`src/rtl/uart_challenge_assembler_pkg.sv`:
```
// Shared definitions for the UART challenge assembler slice.
//
// Contents:
//   state_e               - assembler FSM encoding (IDLE / COLLECT / HOLD)
//   UART_BAUD             - line rate the idle timeout is derived from
//   defaultTimeoutCycles  - clocks that ~100 UART bytes occupy at UART_BAUD
package uart_challenge_assembler_pkg;

  typedef enum logic [1:0] {
    IDLE    = 2'd0,
    COLLECT = 2'd1,
    HOLD    = 2'd2
  } state_e;

  localparam int UART_BAUD          = 19200;
  localparam int UART_BITS_PER_BYTE = 10;
  localparam int TIMEOUT_BYTES      = 100;

  // One UART byte is start + 8 data + stop = 10 bit times; the timeout
  // allows roughly 100 byte times of silence before dropping a partial frame.
  function automatic int defaultTimeoutCycles(input int clkFreq);
    return (clkFreq / UART_BAUD) * UART_BITS_PER_BYTE * TIMEOUT_BYTES;
  endfunction

endpackage

```
`src/rtl/uart_idle_timer.sv`:
```
// Inter-byte idle timer for the challenge assembler.
//
// Counts enabled cycles since the last clear and flags the cycle in which
// the count reaches timeout_cycles-1. The counter saturates so it can never
// wrap back into the expire window.
//
// Ports:
//   clk_i     master clock
//   rst_i     synchronous reset, active high
//   clear_i   restart the count at zero (takes priority over enable_i)
//   enable_i  count this cycle
//   expire_o  combinational: enabled, not cleared, count == timeout_cycles-1
module uart_idle_timer
  import uart_challenge_assembler_pkg::*;
#(
  parameter int timeout_cycles = 5208000
) (
  input  logic clk_i,
  input  logic rst_i,
  input  logic clear_i,
  input  logic enable_i,
  output logic expire_o
);

  localparam int            TW   = $clog2(timeout_cycles + 1);
  localparam logic [TW-1:0] LAST = TW'(timeout_cycles - 1);
  localparam logic [TW-1:0] SAT  = TW'(timeout_cycles);

  logic [TW-1:0] count_q, count_d;

  // Next count: clear wins, otherwise increment while enabled until the
  // saturation value is reached.
  always_comb begin
    count_d = count_q;
    if (clear_i) begin
      count_d = '0;
    end else if (enable_i && (count_q != SAT)) begin
      count_d = count_q + TW'(1);
    end
  end

  // Count register.
  always_ff @(posedge clk_i) begin
    if (rst_i) begin
      count_q <= '0;
    end else begin
      count_q <= count_d;
    end
  end

  assign expire_o = enable_i && !clear_i && (count_q == LAST);

endmodule

```
`src/rtl/uart_challenge_assembler.sv`:
```
// Packs num_bytes consecutive UART bytes into one PUF challenge word.
//
// The first byte of a frame lands in challenge[7:0], the next in [15:8],
// and so on. A complete frame is held on a valid/ready handshake. Partial
// frames are discarded on a framing error or after a long idle gap.
//
// Ports:
//   clk              master clock
//   rst              synchronous reset, active high
//   received         1-cycle strobe: rx_byte is valid
//   rx_byte          byte from the UART receiver
//   recv_error       1-cycle strobe: UART framing error
//   challenge        assembled frame, first byte in [7:0]
//   challenge_valid  frame complete and held
//   challenge_ready  consumer accepts the frame when valid && ready
//   byte_count       bytes collected in the current frame
//   frame_dropped    1-cycle pulse: partial frame discarded
//   overrun          1-cycle pulse: byte arrived while holding an unaccepted frame
module uart_challenge_assembler
  import uart_challenge_assembler_pkg::*;
#(
  parameter int num_bytes      = 8,
  parameter int sys_clk_freq   = 100000000,
  parameter int timeout_cycles = defaultTimeoutCycles(sys_clk_freq)
) (
  input  logic                           clk,
  input  logic                           rst,
  input  logic                           received,
  input  logic [7:0]                     rx_byte,
  input  logic                           recv_error,
  output logic [num_bytes*8-1:0]         challenge,
  output logic                           challenge_valid,
  input  logic                           challenge_ready,
  output logic [$clog2(num_bytes+1)-1:0] byte_count,
  output logic                           frame_dropped,
  output logic                           overrun
);

  localparam int            CW   = $clog2(num_bytes + 1);
  localparam logic [CW-1:0] ONE  = CW'(1);
  localparam logic [CW-1:0] FULL = CW'(num_bytes);

  state_e                 state_q, state_d;
  logic [num_bytes*8-1:0] challenge_q, challenge_d;
  logic [CW-1:0]          byteCount_q, byteCount_d;
  logic                   frameDropped_q, frameDropped_d;
  logic                   overrun_q, overrun_d;

  logic timerClear;
  logic timerEnable;
  logic timerExpire;

  // The idle timer only runs while a partial frame is open; any byte or
  // error restarts it, and every other state keeps it parked at zero so a
  // new frame always starts with a fresh timeout window.
  assign timerEnable = (state_q == COLLECT);
  assign timerClear  = (state_q != COLLECT) || received || recv_error;

  uart_idle_timer #(
    .timeout_cycles(timeout_cycles)
  ) idleTimer (
    .clk_i   (clk),
    .rst_i   (rst),
    .clear_i (timerClear),
    .enable_i(timerEnable),
    .expire_o(timerExpire)
  );

  // Next-state and datapath update. Byte lanes are written at the index
  // given by the current byte count; lanes of a dropped frame are left
  // stale rather than cleared since they are overwritten before the next
  // frame becomes valid. In HOLD a transfer and a new byte in the same
  // cycle hand the byte straight to the next frame without an overrun.
  always_comb begin
    state_d        = state_q;
    challenge_d    = challenge_q;
    byteCount_d    = byteCount_q;
    frameDropped_d = 1'b0;
    overrun_d      = 1'b0;

    case (state_q)
      IDLE: begin
        if (received) begin
          challenge_d[7:0] = rx_byte;
          byteCount_d      = ONE;
          if (num_bytes == 1) state_d = HOLD;
          else                state_d = COLLECT;
        end
      end

      COLLECT: begin
        if (recv_error) begin
          frameDropped_d = 1'b1;
          byteCount_d    = '0;
          state_d        = IDLE;
        end else if (received) begin
          for (int i = 0; i < num_bytes; i++) begin
            if (byteCount_q == CW'(i)) challenge_d[i*8 +: 8] = rx_byte;
          end
          byteCount_d = byteCount_q + ONE;
          if ((byteCount_q + ONE) == FULL) state_d = HOLD;
        end else if (timerExpire) begin
          frameDropped_d = 1'b1;
          byteCount_d    = '0;
          state_d        = IDLE;
        end
      end

      HOLD: begin
        if (challenge_ready) begin
          byteCount_d = '0;
          state_d     = IDLE;
          if (received) begin
            challenge_d[7:0] = rx_byte;
            byteCount_d      = ONE;
            if (num_bytes == 1) state_d = HOLD;
            else                state_d = COLLECT;
          end
        end else if (received) begin
          overrun_d = 1'b1;
        end
      end

      default: begin
        state_d     = IDLE;
        byteCount_d = '0;
      end
    endcase
  end

  // State and datapath registers; reset discards any frame silently.
  always_ff @(posedge clk) begin
    if (rst) begin
      state_q        <= IDLE;
      challenge_q    <= '0;
      byteCount_q    <= '0;
      frameDropped_q <= 1'b0;
      overrun_q      <= 1'b0;
    end else begin
      state_q        <= state_d;
      challenge_q    <= challenge_d;
      byteCount_q    <= byteCount_d;
      frameDropped_q <= frameDropped_d;
      overrun_q      <= overrun_d;
    end
  end

  assign challenge       = challenge_q;
  assign challenge_valid = (state_q == HOLD);
  assign byte_count      = byteCount_q;
  assign frame_dropped   = frameDropped_q;
  assign overrun         = overrun_q;

endmodule

```
`config.mk`:
```
export PLATFORM = sky130hd
export DESIGN_NAME = uart_challenge_assembler
export DESIGN_NICKNAME = d
export VERILOG_FILES = /design/src/rtl/uart_challenge_assembler_pkg.sv /design/src/rtl/uart_idle_timer.sv /design/src/rtl/uart_challenge_assembler.sv
export SDC_FILE = /design/constraint.sdc
export NUM_CORES = 1
export LEC_CHECK = 0
export CAP_MARGIN = 20
export CELL_PAD_IN_SITES_DETAIL_PLACEMENT = 1
export CELL_PAD_IN_SITES_GLOBAL_PLACEMENT = 1
export CORE_UTILIZATION = 42
export CTS_CLUSTER_DIAMETER = 40
export DETAILED_ROUTE_END_ITERATION = 16
export MAX_ROUTING_LAYER = met4
export PLACE_DENSITY_LB_ADDON = 0.08
export SLEW_MARGIN = 10
export SYNTH_ARGS = -nofsm -noshare
export SYNTH_HDL_FRONTEND = slang
export SYNTH_HIERARCHICAL = 1
export SYNTH_SLANG_ARGS = --single-unit
export TNS_END_PERCENT = 50
```
`constraint.sdc`:
```
create_clock -name clk -period 4.5 [get_ports clk]
set_input_delay 0.9 -clock clk [delete_from_list [all_inputs] [get_ports clk]]
set_output_delay 0.9 -clock clk [all_outputs]
set_load 0.005 [all_outputs]
```
==> flow_metrics.tcl <==
set metrics [dict create \
    status "completed" \
    end_kind "flip-flop" \
    cts_tree "yes" \
    wl_per_cell_um 17.5 \
    grt_first_pass_wirelength_um 17700 \
    drt-total-wl_um 11200 \
    gp_congestion 0.804 \
    grt_max_degree 67 \
    port_buffers 83 \
    synth_ff_type "dfxtp_1" \
    ioPinCount 84 \
    num-nets-final 521 \
    max_slew_margin 0.536 \
    synth_top_area_frac 0.453 \
    antenna_cells 0 \
    hpwl_um 7700 \
    rsz0062_at_grt "false" \
    grt-ovfl-total 0 \
    synth.distinct_cells 64 \
    synth-edff-count 0 \
    slew_violations 0 \
    hold_viol_final 0 \
    utilization 0.541 \
    synth.avg_cell_area_um2 9.74 \
    syn_nets 450 \
    power.switching_mw 0.363 \
    cts_resized 0 \
    fp.dieArea_um2 10400 \
    required_ps 4750 \
    dpl_cell_area_um2 5060 \
    drive_gt1_frac 0.0810 \
    clock_skew_ps 8.03 \
    area_growth_pct 25.4 \
    drtIter0Drc 96 \
    min_period_over_period 0.707 \
    num_vias 3441 \
    synth_top_area_cell "dfxtp_1" \
    routed_via_density 5.38 \
    combPwrFrac 0.068 \
    numCtsBuffers 9 \
    dp_worst_setup_slack_ps 966 \
    postRouteAntennaNets 0 \
    yosys-top-cells-count "dfxtp_1, nand2_1, mux2i_1, a21oi_1" \
    ctsHoldBuffers 0 \
    post_cts_buffers 0 \
    yosysSeqAreaShare 0.453 \
    async_flop_share 0 \
    setup_viol 0 \
    synth_seq_cells 95 \
    final_cells 639 \
    final_area_um2 5270 \
    synth_most_common_cell "dfxtp_1" \
    tightest_slew_ps 693 \
    synth_area_um2 4200 \
    power_density_nw_per_um2 301 \
    cts_sinks 95 \
    intPower_mw 1.22 \
    netlist_instances 431 \
    vdd_drop_max_uv 142 \
    worstSkewPairLatency_ps 360 \
    clkTransAtPathRegs_ps 80 \
    die_width_um 102 \
    placed_cells 624 \
    grt_pass1_vias 3431 \
    seqPwrFrac 0.542 \
    fin_ws_ps 1320 \
    h-tree-depth 3 \
    clockRootBuffer "clkbuf_8" \
    start_util 0.432 \
    yosysWarnings 6 \
    fmaxAchievable_mhz 314 \
    crit_type "primary input to flip-flop" \
    p_leak_nw 2.09 \
    min-delay-path-class "flip-flop to flip-flop" \
    cp-start-kind "primary input" \
    ys_top_cells_by_area "dfxtp_1, mux2i_1, nand2_1, a21oi_1, ha_1" \
    max_cap_violations 0 \
    core_area_um2 9730 \
    drc 0 \
    cts_buffer_depth 2 \
    rows 36 \
    pwr-share-clk 0.390 \
    switching_share 0.229 \
    gr-usage-all-layers 0.232 \
    die_y_um 102 \
    critPathMaxFanout 11 \
    worstPathArrival_ps 3430 \
    drtPass1Iterations 6 \
    fin_tns_setup_ps 0 \
    antenna_found_initial 0 \
    timing.final.crit_period_ps 3180 \
]
-- final cells by class --
cell class | count | area (µm²)
Clock inverter | 4 | 70.1
Timing Repair Buffer | 86 | 853
Sequential cell | 95 | 1900
Fill cell | 1127 | 4460
Clock buffer | 11 | 141
Multi-Input combinational cell | 302 | 2100
Inverter | 8 | 30.0
Tap cell | 133 | 166
-- per-stage QoR --
step	total power, mW	hold slack (ps)
2_1_floorplan	0.936	446
3_3_place_gp	0.983	442
3_5_place_dp	0.985	455
4_1_cts	1.60	467
5_1_grt	1.65	483
6_report	1.58	464
-- cells by family after synthesis --
family	Yosys count	share of synthesized area
and+or+nand+nor	170	0.222
buffers and inverters	34	0.0495
adders and majority gates	6	0.0179
xor gates and xnor gates	9	0.0188
AOI/OAI and AO/OA	57	0.0957
DFF	95	0.453
muxes	60	0.143
-- path summary, 6_finish.rpt --
kind,start,end,slack (ps),cells after the start
max,recv_error,byte_count[0],1320,7
min,challenge[20],challenge[20],460,2
max reg2reg,state_q[1],byte_count[0],1920,6
min reg2reg,challenge[20],challenge[20],460,2
-- worst max-delay path, cell delays in order --
cell             delay (ps)
clkdlybuf4s50_1         550
or4b_1                  710
nor3b_1                 230
and3_1                  240
o21ai_0                 100
a21boi_1                330
mux2_2                  380
-- registers in the layout, summed over array words and instances, names as in the netlist --
signal,flops
challenge,64
idleTimer/count_q,23
byte_count,4
state_q,2
frame_dropped,1
overrun,1
-- power by group through the flow --
stage                     combinational, mW  clock (mW)  sequential, mW
after floorplan                      0.0614           0           0.875
after global placement                0.106           0           0.877
after detailed placement              0.108           0           0.877
after CTS                             0.108       0.635           0.858
after global routing                  0.117       0.670           0.860
final                                 0.107       0.618           0.858
-- cells in the final DEF, fill, tap and decap left out, types with 3 or more instances in the layout --
cell type,count
xor2_1,6
nor2_1,15
clkdlybuf4s50_1,83
nand3_1,15
o311ai_0,6
xnor2_1,3
nand3_2,6
mux2i_1,59
o41ai_1,6
nand2_1,76
clkbuf_8,10
ha_1,6
o21ai_0,11
inv_1,7
nand4_1,10
or3_1,9
dfxtp_1,95
and3_1,4
a21oi_1,16
buf_4,3
-- routing by layer --
layer  share of wire  track usage  vias to the layer above
met5               0            -                        -
met4          0.0094       0.0516                        0
met3           0.035       0.0575                        8
met2            0.49        0.378                       67
met1            0.46        0.289                     1696
li1                -            -                     1670
No activity file was read; power rests on OpenSTA's default activity.
